===== src/rtl/serial_alu_ctrl.sv =====
// Bit-serial ALU (AND/OR/ADD/SUB/SLT): one 1-bit slice, LSB first, WIDTH RUN cycles then a one-cycle done.
// start is sampled only in IDLE; requests arriving while busy or done are dropped.
module serial_alu_ctrl #(
  parameter int WIDTH = 32
) (
  input  logic             clk,
  input  logic             rst_n,
  input  logic             start,
  input  logic [2:0]       op,
  input  logic [WIDTH-1:0] a,
  input  logic [WIDTH-1:0] b,
  output logic             busy,
  output logic             done,
  output logic [WIDTH-1:0] result,
  output logic             carry_out,
  output logic             overflow,
  output logic             zero
);

  localparam int CW = (WIDTH > 2) ? $clog2(WIDTH) : 1;
  localparam logic [CW-1:0] LastBit = CW'(WIDTH - 1);

  localparam logic [2:0] OpAnd = 3'b000;
  localparam logic [2:0] OpOr  = 3'b001;
  localparam logic [2:0] OpAdd = 3'b010;
  localparam logic [2:0] OpSub = 3'b011;
  localparam logic [2:0] OpSlt = 3'b100;

  typedef enum logic [1:0] {IDLE, RUN, DONE} stateT;

  stateT            state;
  logic [WIDTH-1:0] aReg;
  logic [WIDTH-1:0] bEff;
  logic [2:0]       opReg;
  logic [CW-1:0]    cnt;
  logic             carry;
  logic [WIDTH-1:0] shReg;

  logic             aBit;
  logic             bBit;
  logic             sumBit;
  logic             carryNext;
  logic             sliceOut;
  logic             isArith;
  logic             isSlt;
  logic             subLike;
  logic [WIDTH-1:0] shiftNext;
  logic [WIDTH-1:0] finalResult;

  // The 1-bit slice; on the last bit, carry is the carry into the MSB.
  always_comb begin
    aBit      = aReg[cnt];
    bBit      = bEff[cnt];
    sumBit    = aBit ^ bBit ^ carry;
    carryNext = (aBit & bBit) | (carry & (aBit ^ bBit));
    isArith   = (opReg == OpAdd) || (opReg == OpSub);
    isSlt     = (opReg == OpSlt);
    subLike   = (op == OpSub) || (op == OpSlt);
    sliceOut  = 1'b0;
    case (opReg)
      OpAnd:               sliceOut = aBit & bBit;
      OpOr:                sliceOut = aBit | bBit;
      OpAdd, OpSub, OpSlt: sliceOut = sumBit;
      default:             sliceOut = 1'b0;
    endcase
    shiftNext = {sliceOut, shReg[WIDTH-1:1]};
    // SLT: less-than is sign(a-b) XOR signed overflow of a-b.
    if (isSlt)
      finalResult = {{(WIDTH-1){1'b0}}, sumBit ^ (carry ^ carryNext)};
    else
      finalResult = shiftNext;
  end

  always_ff @(posedge clk) begin
    if (!rst_n) begin
      state     <= IDLE;
      busy      <= 1'b0;
      done      <= 1'b0;
      result    <= '0;
      carry_out <= 1'b0;
      overflow  <= 1'b0;
      zero      <= 1'b1;
      cnt       <= '0;
      carry     <= 1'b0;
      aReg      <= '0;
      bEff      <= '0;
      opReg     <= OpAnd;
      shReg     <= '0;
    end else begin
      case (state)
        IDLE: begin
          if (start) begin
            aReg  <= a;
            opReg <= op;
            bEff  <= subLike ? ~b : b;
            carry <= subLike;
            cnt   <= '0;
            shReg <= '0;
            busy  <= 1'b1;
            state <= RUN;
          end
        end
        RUN: begin
          shReg <= shiftNext;
          carry <= carryNext;
          if (cnt == LastBit) begin
            cnt       <= '0;
            busy      <= 1'b0;
            done      <= 1'b1;
            result    <= finalResult;
            carry_out <= isArith & carryNext;
            overflow  <= isArith & (carry ^ carryNext);
            zero      <= (finalResult == '0);
            state     <= DONE;
          end else begin
            cnt <= cnt + CW'(1);
          end
        end
        DONE: begin
          done  <= 1'b0;
          state <= IDLE;
        end
        default: state <= IDLE;
      endcase
    end
  end

endmodule


===== config.mk =====
export PLATFORM = sky130hd
export DESIGN_NAME = serial_alu_ctrl
export DESIGN_NICKNAME = d
export VERILOG_FILES = /design/src/rtl/serial_alu_ctrl.sv
export SDC_FILE = /design/constraint.sdc
export NUM_CORES = 1
export LEC_CHECK = 0
export BUFFER_PORTS_ARGS = -buffer_cell sky130_fd_sc_hd__buf_2
export CORE_MARGIN = 3
export CORE_UTILIZATION = 61
export DETAILED_ROUTE_END_ITERATION = 16
export PLACE_DENSITY_LB_ADDON = 0.05
export SYNTH_ARGS = -nofsm -noshare
export SYNTH_HDL_FRONTEND = slang
export SYNTH_SLANG_ARGS = --single-unit

===== constraint.sdc =====
create_clock -name clk -period 6.6 [get_ports clk]
set_clock_uncertainty 0.1 [all_clocks]
set_input_delay 0.99 -clock clk [delete_from_list [all_inputs] [get_ports clk]]
set_output_delay 0.99 -clock clk [all_outputs]
set_load 0.01 [all_outputs]

==> summary by stage, run 1 <==
Clocking
The post-CTS repair timing setup buffer count is 0. The tree is rooted in a sky130_fd_sc_hd__clkbuf_8. TritonCTS built the clock tree.

For this design, the sink count on the clock tree is about 140. In this run the deepest clock path goes through 2 buffers. The number of gates resized after CTS was 0.

The H-tree depth is 4. Buffers inserted during clock tree synthesis total 17. Clock latency on the worst-skew pair, taken at its later pin, is 0.54 ns. The hold buffer count at cts is 0. After clock tree synthesis, the clock-pin slew on the worst setup and hold paths is 0.06 ns.

Floorplan
The core region area is 0.01042 mm2. The initial utilization of the core area, before any placement, comes to between 60% and 70%. The full die area is 0.01205 mm2. The row count is 37. The die is 109.8 um tall. The chip width is 109.8 um. The number of primary I/O pins is approximately 110.

Run status
The run finished with clean final reports.

Timing
On the final layout, the worst hold slack is between 0.3 and 0.4 ns. The highest attainable clock frequency is 291.9 MHz. The routed design could run at a clock period as short as 3.426 ns.

The setup TNS after final layout is 0 ns. At the pin with the least slew margin, the transition time is 1.132 ns. The minimum setup slack in the final design is 3.174 ns. Setup violations remaining at the end of the flow were counted as 0. The number of hold violations in the final report is 0. Setup repair after global routing left no endpoint under its margin. The max-slew violation count is 0. In the finished design, the share of the clock period the worst path needs comes to 51.90%. The worst slew margin relative to its limit is 24.48%.

Detailed routing
The first routing iteration left between 300 and 400 violations. The detailed-router iteration count before antenna repair is 6. In the routed layout, each cell is associated on average with a via count of 5.886.

The routed layout has approximately 5600 vias. The average wire per cell in the routed design is approximately 16 um. The DRC violation count after routing is 0.

The routed wire length is 15100 um. In this run the remaining antenna-violating nets after routing total 0.

Critical path
STA classifies the critical path startpoint as a flop. The depth of the critical timing path with buffers and inverters included is 9. The critical-path cell with the highest stage delay is sky130_fd_sc_hd__fa_1. Counting cells, the worst reg-to-reg path comes to 9. The largest incremental delay on the critical path is 0.58 ns.

In this run the worst setup path begins at cnt[1]$_SDFFE_PN0P_. In this run the worst path has a maximum fanout of 14. Following the worst setup path forward leads to its endpoint at result[31]$_SDFFE_PN0P_. The slack of the worst reg-to-reg path is 3.17 ns.

Together, buffers and inverters on the worst path number 1. Walking the worst path, the cells encountered are buf_4 -> mux4_2 -> a2bb2oi_1 -> a211oi_2 -> a41oi_1 -> fa_1 -> and2b_2 -> or4_1 -> a21boi_1. Broken down by cell family, the worst path's largest delay share belongs to compound AO/OA/AOI/OAI gates. The worst register-to-register path ends at result[31]$_SDFFE_PN0P_. The critical setup path kind is flop to flop. The data arrival time of the critical path is 3.80 ns. The critical path data required time is 6.97 ns. STA classifies the critical path endpoint as a flop. The reg-to-reg startpoint is cnt[1]$_SDFFE_PN0P_.

Power
The leakage power of the design is 2.916 nW. Across the VDD grid, the largest voltage drop is 190.6 uV. The power after layout is around 2 mW.

The power density relative to cell area is 262.8 mW/mm2.

Synth
The average footprint of a synthesized cell is approximately 8.9 um2. The synthesized netlist devotes 22.11% of its cell area to compound gates. The synthesized net count is just over 800. After Yosys synthesis, full adders, half adders and majority gates account for 1.371% of the synthesized area.

The netlist uses 57 different library cells. The mux share of post-synthesis cell area is approximately 5.2%. The post-synthesis instance area is 0.006569 mm2. The post-synthesis sequential area ratio is 43.58%. In the synthesized netlist the async set-or-reset flop fraction comes to 0%.

The synthesized design contains 143 register bits. The simple logic cell fraction of the synthesized area is a little under a quarter. After technology mapping, the gate count stands at about 740. In the synthesized netlist the dominant register cell turns out to be sky130_fd_sc_hd__dfxtp_1. The synthesized netlist devotes 0.1333% of its cell area to XOR and XNOR gates. Yosys mapped a number of flops with a built-in enable equal to 0. By area, the combinational part of the netlist is dominated by simple AND/OR/NAND/NOR gates. Yosys printed 0 warnings.

Place
The setup slack after placement is 3.194 ns. At the end of routability-driven placement, the weighted congestion stood at approximately 0.85. In this run the cell area measured after placement is between 0.007 and 0.008 mm2. The port buffer count is approximately 110.

The HPWL after detailed placement is 10000 um.

Global route
Entering global routing, the biggest net connects 108 pins. The peak-usage layer in the global routing report is met2. The met3 track demand over resource in global routing is under 10%.

The number of antenna violations at the first check in global routing came to 0. The leftover overflow at the end of global routing is 0. The global-route wire length before repair is ~25000 um. The number of global-route vias before repair is 5091. The global-route usage over all layers is 25.95%. In the global route stage, met1 resource usage came out at 34.70%. Global routing consumed, on the met2 layer, around two fifths of the routing resources.

Finish
The number of inserted diodes is 0. The design area is 0.007642 mm2. The number of nets at the end of the flow is just under 900. The most frequent standard cell in the layout excluding fill and tap cells is sky130_fd_sc_hd__dfxtp_1.

The area overhead of the layout relative to synthesis is 16.34%. The top cell types in the final layout, fill and taps aside, are 143 x sky130_fd_sc_hd__dfxtp_1, 112 x sky130_fd_sc_hd__nand2_1, 106 x sky130_fd_sc_hd__buf_2, 74 x sky130_fd_sc_hd__a21boi_1, 67 x sky130_fd_sc_hd__nor2b_1. The layout cell share with drive strength beyond 1 is 20.51%.

Flow run
The number of max-cap violations is 0.

Worst hold path
The startpoint identified for the worst hold timing path is bEff[10]$_SDFFE_PN0P_. In this run the worst hold path is classified as flop to flop. The worst hold path passes through 2 cells.
-- layout make-up --
| type | count | area (um2) |
|---|---|---|
| fillers | 786 | 2774 |
| inverters | 3 | 11.26 |
| flip-flops and latches | 143 | 2863 |
| well taps | 136 | 170.2 |
| multi-input cells | 526 | 3436 |
| clock buffers | 20 | 455.4 |
| repair buffers | 115 | 598.1 |
| clock inverters | 12 | 108.9 |
-- stage by stage --
stage                     instances  utilization, %
final                           955           73.37
after global routing            955           73.37
after CTS                       955           73.37
after detailed placement        923           67.95
after global placement          923           67.95
after floorplan                 737               -
-- logic make-up (layout without fill, tap and decap cells) --
kind of cell,Yosys count,in the layout
AOI/OAI and AO/OA,203,203
xor gates and xnor gates,1,1
adders and majority gates,6,6
buffers and inverters,68,150
DFF,143,143
muxes,24,24
and+or+nand+nor,292,292
-- cell usage after synthesis (2+ instances only) --
library cell,number,area (um2)
sky130_fd_sc_hd__a21boi_1,74,555.5
sky130_fd_sc_hd__nor2b_1,68,425.4
sky130_fd_sc_hd__nor4_1,5,31.28
sky130_fd_sc_hd__buf_6,3,33.78
sky130_fd_sc_hd__nand2_1,112,420.4
sky130_fd_sc_hd__nor3_1,3,15.01
sky130_fd_sc_hd__clkbuf_1,48,180.2
sky130_fd_sc_hd__o221ai_1,3,26.28
sky130_fd_sc_hd__a21oi_1,6,30.03
sky130_fd_sc_hd__ha_1,4,50.05
sky130_fd_sc_hd__a41o_1,2,20.02
sky130_fd_sc_hd__nor2_1,10,37.54
sky130_fd_sc_hd__o21ai_0,32,160.2
sky130_fd_sc_hd__mux4_2,8,180.2
sky130_fd_sc_hd__nor3b_1,3,22.52
sky130_fd_sc_hd__or4_1,3,22.52
sky130_fd_sc_hd__buf_2,9,45.04
sky130_fd_sc_hd__dfxtp_1,143,2863
sky130_fd_sc_hd__nand3_1,36,180.2
sky130_fd_sc_hd__or3_1,32,200.2
sky130_fd_sc_hd__nand4_1,2,12.51
sky130_fd_sc_hd__buf_4,2,15.01
sky130_fd_sc_hd__nand2b_1,2,12.51
sky130_fd_sc_hd__nand3b_1,3,22.52
sky130_fd_sc_hd__a2bb2oi_1,2,17.52
sky130_fd_sc_hd__a221oi_1,2,17.52
sky130_fd_sc_hd__inv_1,2,7.510
sky130_fd_sc_hd__and3_1,4,25.02
sky130_fd_sc_hd__mux2i_1,14,140.1
sky130_fd_sc_hd__o21ai_1,7,35.03
sky130_fd_sc_hd__buf_1,3,11.26
sky130_fd_sc_hd__fa_1,2,40.04
sky130_fd_sc_hd__mux2_1,2,22.52
sky130_fd_sc_hd__a22oi_1,62,465.5
sky130_fd_sc_hd__a41oi_1,2,17.52
-- sequential cells by signal, summed over array words and instances (netlist names), 2 cells and up --
register,flops
aReg,32
bEff,32
cnt,5
opReg,3
result,32
shReg,31
state,2
-- worst min-delay path by stage --
stage / end / slack, ns
after floorplan: bEff[8]$_SDFFE_PN0P_ / 0.33
after CTS: bEff[10]$_SDFFE_PN0P_ / 0.35
after global routing: bEff[29]$_SDFFE_PN0P_ / 0.37
final: bEff[10]$_SDFFE_PN0P_ / 0.35
after global placement: bEff[8]$_SDFFE_PN0P_ / 0.34
after detailed placement: bEff[10]$_SDFFE_PN0P_ / 0.34
-- worst register-to-register path, stage by stage (launching register included) --
cell and delay, ns:
sky130_fd_sc_hd__dfxtp_1 0.51, sky130_fd_sc_hd__buf_4 0.31, sky130_fd_sc_hd__mux4_2 0.54, sky130_fd_sc_hd__a2bb2oi_1 0.15, sky130_fd_sc_hd__a211oi_2 0.29, sky130_fd_sc_hd__a41oi_1 0.12, sky130_fd_sc_hd__fa_1 0.58, sky130_fd_sc_hd__and2b_2 0.23
sky130_fd_sc_hd__or4_1 0.41, sky130_fd_sc_hd__a21boi_1 0.13
-- report_power, final --
group / leakage, nW / total (mW) / switching [mW] / internal (mW)
combinational: 1.47 / 0.189 / 0.103 / 0.0856
sequential: 1.16 / 0.919 / 0.0250 / 0.894
clock: 0.277 / 0.901 / 0.371 / 0.531
-- metal layers --
layer,part of all wire (%),up-vias
li1,-,2769
met1,46,2652
met2,46,167
met3,5.8,33
met4,2.2,0
met5,0,-
No activity file was read; power rests on OpenSTA's default activity.
==> inputs of run 2 (changes only) <==
--- a/config.mk
+++ b/config.mk
@@ -7,7 +7,7 @@
 export LEC_CHECK = 0
 export BUFFER_PORTS_ARGS = -buffer_cell sky130_fd_sc_hd__buf_2
 export CORE_MARGIN = 3
-export CORE_UTILIZATION = 61
+export CORE_UTILIZATION = 56
 export DETAILED_ROUTE_END_ITERATION = 16
 export PLACE_DENSITY_LB_ADDON = 0.05
 export SYNTH_ARGS = -nofsm -noshare
==> constraint.sdc (replaced) <==
create_clock -name clk -period 3.6 [get_ports clk]
set_clock_uncertainty 0.1 [all_clocks]
set_input_delay 0.54 -clock clk [delete_from_list [all_inputs] [get_ports clk]]
set_output_delay 0.54 -clock clk [all_outputs]
set_load 0.01 [all_outputs]
==> summary by stage, run 2 (synthesized netlist as in run 1, its figures left out) <==
Critical path
The data arrival time of the critical path was 3.50 ns (-0.30 ns). The endpoint kind of the worst setup timing path is a flop. The maximum fanout along the worst path is 9 (-5). The critical setup path kind is flop to flop. The logic depth of the worst register-to-register path is 8 (-1). The type of element launching the critical path is a flop. The critical path data required time was 3.84 ns (-3.13 ns).

Clocking
The clock network latency to the later pin of the worst-skew pair came to 0.41 ns (-0.13 ns). The clock-pin transition on the worst setup and hold timing paths came to 0.06 ns (about the same). The post-cts repair resize count is 0 (unchanged).

The clock tree root buffer cell is sky130_fd_sc_hd__clkbuf_16. The post-CTS repair timing setup buffer count was 0 (unchanged). The hold buffer count at cts came to 0 (unchanged). The number of buffers on the longest clock path is 2 (unchanged). The number of clock buffers inserted by TritonCTS is 17 (unchanged). The H-tree depth came to 4 (unchanged). TritonCTS built the clock tree. The sink count of the clock tree is 143 (unchanged).

Finish
The number of nets at the end of the flow was 888 (+0.68%). The layout cell share with drive strength beyond 1 is 20.85% (+0.34 points). The number of filler cells placed in the layout is 908 (+16%). Leaving out fill and tap cells, the most frequent cell in the layout is sky130_fd_sc_hd__dfxtp_1. The largest registers in the layout are aReg x32, bEff x32, result x32. The area overhead of the layout relative to synthesis is 16.88%. The number of inserted diodes is 0 (unchanged). The library cells used most frequently in the layout, excluding fill and tap cells, are 143 x sky130_fd_sc_hd__dfxtp_1, 112 x sky130_fd_sc_hd__nand2_1, 106 x sky130_fd_sc_hd__buf_2, 74 x sky130_fd_sc_hd__a21boi_1, 67 x sky130_fd_sc_hd__nor2b_1.

Timing
The number of hold violations in the final report is 0 (unchanged). The slew at the pin closest to its max-slew limit is 0.7270 ns (-0.4045 ns). The share of the clock period used by the worst path was 90.42% (+39 points).

The highest attainable clock frequency is 307.2 MHz (+5.2%). The max-slew violation count is 0 (unchanged). The worst-case hold slack is 0.2619 ns (-0.08486 ns).

The worst slew margin relative to its limit was 51.42% (+27 points). Setup repair after global routing left no endpoint under its margin. The setup TNS after final layout is 0 ns (unchanged).

The setup-violating endpoint count in the final report is 0 (unchanged). The final period demand of the worst path is 3.255 ns (-0.1706 ns).

Global route
The global-route wire length before repair was 25660 um (+4.4%). The global-route usage over all layers was 24.22% (-1.7 points). The number of antenna violations at the first check in global routing is 0 (unchanged). The number of global-route vias before repair is 5246 (+3.0%). The leftover overflow at the end of global routing is 0 (unchanged). The maximum number of pins on one net before global-route repair was 145 (+34%).

Detailed routing
The per-cell via count in the routed design is 5.787 (-1.7%). The via total after detailed routing is 5584 (-0.66%). The DRC violation count after routing is 0 (unchanged). The routed wire length is 15190 um (+0.56%).

The count of nets left with antenna violations after detail routing is 0 (unchanged). The number of DRC markers after the initial detailed-route iteration is 495 (+31%). The detailed-router iteration count before antenna repair is 5 (-1).

The average wire per cell in the routed design is 15.74 um (-0.48%).

Flow run
The number of max-cap violations was 0 (unchanged).

Floorplan
The number of primary I/O pins is 107 (unchanged). The chip width came to 114.3 um (+4.1%). The height of the die is 114.3 um (+4.1%). The effective utilization at floorplan is 59.04% (-4.0 points). The full die area came to 0.01307 mm2 (+8.4%). The row count was 38 (+2.7%). The core region area is 0.01113 mm2 (+6.8%).

Place
The weighted congestion reported at the end of routability-driven placement was 0.8928 (+5.0%). The HPWL after detailed placement is 10300 um (+3.0%). The port buffer count is 106 (unchanged).

Worst hold path
The depth of the worst hold-timing path came to 3 (+1). The tightest min-delay check is of the primary input to flop type.

Power
The leakage power of the design came to 2.919 nW (+0.10%). The power density relative to cell area is 469.4 mW/mm2 (+79%). The maximum resistive drop on vdd is 727.9 uV (+280%). The power after layout is 3.604 mW (+79%).

Run status
The flow ran to the end, and the final reports show no timing, DRC or antenna violations.
-- run 2: final timing paths --
kind                          from                 endpoint  slack, ns
max            cnt[1]$_SDFFE_PN0P_  result[31]$_SDFFE_PN0P_       0.35
min                          a[16]    aReg[16]$_SDFFE_PN0P_       0.26
min reg2reg  bEff[21]$_SDFFE_PN0P_    bEff[21]$_SDFFE_PN0P_       0.35
max reg2reg    cnt[1]$_SDFFE_PN0P_  result[31]$_SDFFE_PN0P_       0.35
-- run 2: where the power goes --
| group | total [mW] | internal [mW] | switching [mW] | leakage [nW] |
|---|---|---|---|---|
| clock | 1.58 | 0.899 | 0.677 | 0.245 |
| combinational | 0.347 | 0.159 | 0.189 | 1.51 |
| sequential | 1.68 | 1.64 | 0.0427 | 1.16 |
-- run 2: final cells by class --
cell class | count | area, um2 | share of cell area (%)
tap | 140 | 175.2 | 2.282
inverter | 3 | 11.26 | 0.1467
clock buffer | 20 | 446.7 | 5.818
multi-input combinational | 526 | 3436 | 44.75
clock inverter | 12 | 90.09 | 1.173
sequential | 143 | 2863 | 37.29
timing repair buffer | 121 | 655.6 | 8.540
-- run 2: metrics by stage --
step | std cells | util [%] | cell area (um2) | worst slack (ns)
6_report | 965 | 69.01 | 7677 | 0.3450
5_1_grt | 965 | 69.01 | 7677 | 0.1432
4_1_cts | 965 | 69.01 | 7677 | 0.3299
3_5_place_dp | 933 | 64.18 | 7141 | 0.3427
3_3_place_gp | 933 | 64.18 | 7141 | 0.4472
2_1_floorplan | 737 | - | 6569 | 0.6814
-- run 2: worst max-delay path, cell delays in order, from the launching register on --
cell and delay [ns]:
sky130_fd_sc_hd__dfxtp_1 0.59, sky130_fd_sc_hd__buf_4 0.27, sky130_fd_sc_hd__mux4_2 0.51, sky130_fd_sc_hd__o21ai_1 0.18, sky130_fd_sc_hd__a41oi_1 0.21, sky130_fd_sc_hd__fa_1 0.58, sky130_fd_sc_hd__and2b_2 0.22, sky130_fd_sc_hd__or4_1 0.40
sky130_fd_sc_hd__a21boi_1 0.12
-- run 2: routing by layer --
metal  wire, um  global-route usage [%]  vias up
li1           -                       -     2790
met3        937                   6.712       13
met4        151                   6.968        0
met2       6799                   35.64      156
met1       7297                   34.88     2625
met5          0                       0        -
==> inputs of run 3 (changes only) <==
--- a/config.mk
+++ b/config.mk
@@ -8,6 +8,7 @@
 export BUFFER_PORTS_ARGS = -buffer_cell sky130_fd_sc_hd__buf_2
 export CORE_MARGIN = 3
 export CORE_UTILIZATION = 56
+export CTS_BUF_LIST = sky130_fd_sc_hd__clkbuf_8 sky130_fd_sc_hd__clkbuf_16
 export DETAILED_ROUTE_END_ITERATION = 16
 export PLACE_DENSITY_LB_ADDON = 0.05
 export SYNTH_ARGS = -nofsm -noshare
==> summary by stage, run 3 (synthesized netlist as in run 1, its figures left out) <==
Clocking
The tree is rooted in a sky130_fd_sc_hd__clkbuf_16. The post-CTS repair timing setup buffer count is 0 (unchanged). The H-tree depth is 4 (unchanged). The clock-pin transition on the worst setup and hold timing paths is 0.06 ns (about the same). The hold buffer count at cts is 0 (unchanged). The number of clock buffers inserted by TritonCTS is 17 (unchanged). The clock network latency to the later pin of the worst-skew pair is 0.41 ns (about the same).

The CTS tree is built. The number of buffers on the longest clock path is 2 (unchanged). The post-cts repair resize count was 0 (unchanged). The sink count of the clock tree is 143 (unchanged).

Critical path
STA classifies the critical path endpoint as a flop. The reg-to-reg critical path endpoint is result[31]$_SDFFE_PN0P_. Among all stages on the critical path, the largest delay is contributed by sky130_fd_sc_hd__dfxtp_1.

The sum of buffers and inverters on the critical path is 1 (unchanged). The type of element launching the critical path is a flop. The data arrival time of the critical path is 3.50 ns (about the same). The critical path data required time was 3.84 ns (about the same). The logic depth of the worst register-to-register path is 8 (unchanged). The slack of the worst reg-to-reg path came to 0.35 ns (about the same). The cell family contributing the most delay on the critical path is simple AND/OR/NAND/NOR gates. The worst register-to-register path begins at cnt[1]$_SDFFE_PN0P_. The critical setup path kind is flop to flop.

The largest incremental delay on the critical path came to 0.59 ns (about the same). The maximum fanout along the worst path was 9 (unchanged). Traced cell by cell, the critical path runs through buf_4 -> mux4_2 -> o21ai_1 -> a41oi_1 -> fa_1 -> and2b_2 -> or4_1 -> a21boi_1.

Detailed routing
The average wire per cell in the routed design was 15.76 um (+0.16%). The DRC violation count after routing is 0 (unchanged). The routed wire length is 15210 um (+0.16%). The per-cell via count in the routed design is 5.761 (-0.45%). The via total after detailed routing is 5559 (-0.45%).

The count of nets left with antenna violations after detail routing is 0 (unchanged). The detailed-router iteration count before antenna repair is 5 (unchanged). The number of DRC markers after the initial detailed-route iteration was 496 (+0.20%).

Floorplan
The row count is 38 (unchanged). The chip width is 114.3 um (unchanged). The number of primary I/O pins is 107 (unchanged). The core region area was 0.01113 mm2 (unchanged). The height of the die is 114.3 um (unchanged). The effective utilization at floorplan was 59.04% (unchanged).

The full die area is 0.01307 mm2 (unchanged).

Finish
The number of nets at the end of the flow is 888 (unchanged). The most frequent standard cell in the layout excluding fill and tap cells is sky130_fd_sc_hd__dfxtp_1. The number of inserted diodes came to 0 (unchanged).

In the layout the commonest cells are 143 x sky130_fd_sc_hd__dfxtp_1, 112 x sky130_fd_sc_hd__nand2_1, 106 x sky130_fd_sc_hd__buf_2, 74 x sky130_fd_sc_hd__a21boi_1, 67 x sky130_fd_sc_hd__nor2b_1. The area overhead of the layout relative to synthesis is 16.88% (unchanged). The number of filler cells placed in the layout was 908 (unchanged). In the final layout, the registers with the most flip-flops are aReg x32, bEff x32, result x32.

The layout cell share with drive strength beyond 1 is 20.85% (unchanged).

Power
The net load switching power is 907.9 uW (about the same). The leakage power of the design came to 2.927 nW (+0.28%). The maximum resistive drop on vdd is 727.4 uV (about the same). The share of power burned in combinational logic is 9.7% (about the same). The relative contribution of sequential cells to total power is 46.7% (about the same). The switching share of total power is 25.23% (+0.036 points). The share of power burned in the clock network is 43.6% (about the same). The power density relative to cell area is 468.7 mW/mm2 (-0.16%). The cell internal power dissipation is 2.690 mW (-0.21%).

Place
The HPWL after detailed placement is 10300 um (unchanged). The port buffer count is 106 (unchanged). The setup slack after placement is 0.3427 ns (unchanged). The weighted congestion reported at the end of routability-driven placement is 0.8928 (unchanged).

Timing
Setup repair after global routing left no endpoint under its margin. The slew at the pin closest to its max-slew limit is 0.7288 ns (+0.001769 ns). The setup-violating endpoint count in the final report is 0 (unchanged). The highest attainable clock frequency came to 307.3 MHz (about the same).

The worst-case hold slack came to 0.2623 ns (+0.0004550 ns). The minimum setup slack in the final design is 0.3456 ns (+0.0006440 ns). The number of hold violations in the final report is 0 (unchanged). The worst slew margin relative to its limit is 51.30% (-0.12 points). The final period demand of the worst path is 3.254 ns (-0.0006440 ns). The max-slew violation count is 0 (unchanged). The share of the clock period used by the worst path came to 90.40% (about the same).

The setup TNS after final layout is 0 ns (unchanged).

Flow run
The number of max-cap violations is 0 (unchanged).

Worst hold path
In this run the most critical hold path is launched from a[16]. The tightest min-delay check is of the primary input to flop type. The path with the worst hold slack has its endpoint at aReg[16]$_SDFFE_PN0P_. The depth of the worst hold-timing path is 3 (unchanged).

Global route
The global-route wire length before repair came to 25660 um (unchanged). The number of global-route vias before repair was 5246 (unchanged). The leftover overflow at the end of global routing was 0 (unchanged). The maximum number of pins on one net before global-route repair is 145 (unchanged). The global-route usage over all layers is 24.22% (unchanged). The number of antenna violations at the first check in global routing was 0 (unchanged).

Run status
The run finished with clean final reports.
-- run 3: cell types whose count changed in the layout (fill, tap and decap cells not counted), sizes merged --
cell	change
clkbuf	-2
inv	+2
-- run 3: area by class of cell --
cell class	count	area [um2]	area share, %
flip-flops and latches	143	2863	37.29
repair buffers	121	655.6	8.540
multi-input cells	526	3436	44.75
inverters	3	11.26	0.1467
clock buffers	18	439.2	5.720
clock inverters	14	97.59	1.271
well taps	140	175.2	2.282
-- run 3: power by group through the flow --
stage	Combinational [mW]	Sequential (mW)	Clock (mW)
global route	0.393	1.69	1.68
CTS	0.350	1.68	1.59
floorplan	0.256	1.70	0
finish	0.347	1.68	1.57
global placement	0.336	1.71	0
detailed placement	0.347	1.71	0
-- run 3: per-stage QoR --
step | area [um2] | power, mW | utilization [%] | std cells
2_1_floorplan | 6569 | 1.953 | - | 737
3_3_place_gp | 7141 | 2.051 | 64.18 | 933
3_5_place_dp | 7141 | 2.062 | 64.18 | 933
4_1_cts | 7677 | 3.621 | 69.01 | 965
5_1_grt | 7677 | 3.760 | 69.01 | 965
6_report | 7677 | 3.598 | 69.01 | 965
-- run 3: worst min-delay path: stages --
cell and delay, ns:
sky130_fd_sc_hd__buf_2 0.09, sky130_fd_sc_hd__nand2_1 0.04, sky130_fd_sc_hd__a21boi_1 0.05
-- run 3: per-layer routing --
| layer | share of wire [%] | GRT usage (%) | routed length, um |
|---|---|---|---|
| met4 | 0.97 | 6.968 | 148 |
| met5 | 0 | 0 | 0 |
| met2 | 45 | 35.64 | 6817 |
| met1 | 48 | 34.88 | 7283 |
| met3 | 6.3 | 6.712 | 960 |
-- run 3: how the worst max path moves through the flow --
stage / from / to / slack (ns) / cells after the start
3_3_place_gp: cnt[1]$_SDFFE_PN0P_ / result[31]$_SDFFE_PN0P_ / 0.45 / 8
6_report: cnt[1]$_SDFFE_PN0P_ / result[31]$_SDFFE_PN0P_ / 0.35 / 8
5_1_grt: cnt[1]$_SDFFE_PN0P_ / result[31]$_SDFFE_PN0P_ / 0.14 / 9
3_5_place_dp: cnt[1]$_SDFFE_PN0P_ / result[31]$_SDFFE_PN0P_ / 0.34 / 8
4_1_cts: cnt[1]$_SDFFE_PN0P_ / result[31]$_SDFFE_PN0P_ / 0.33 / 8
2_1_floorplan: cnt[1]$_SDFFE_PN0P_ / result[31]$_SDFFE_PN0P_ / 0.68 / 9
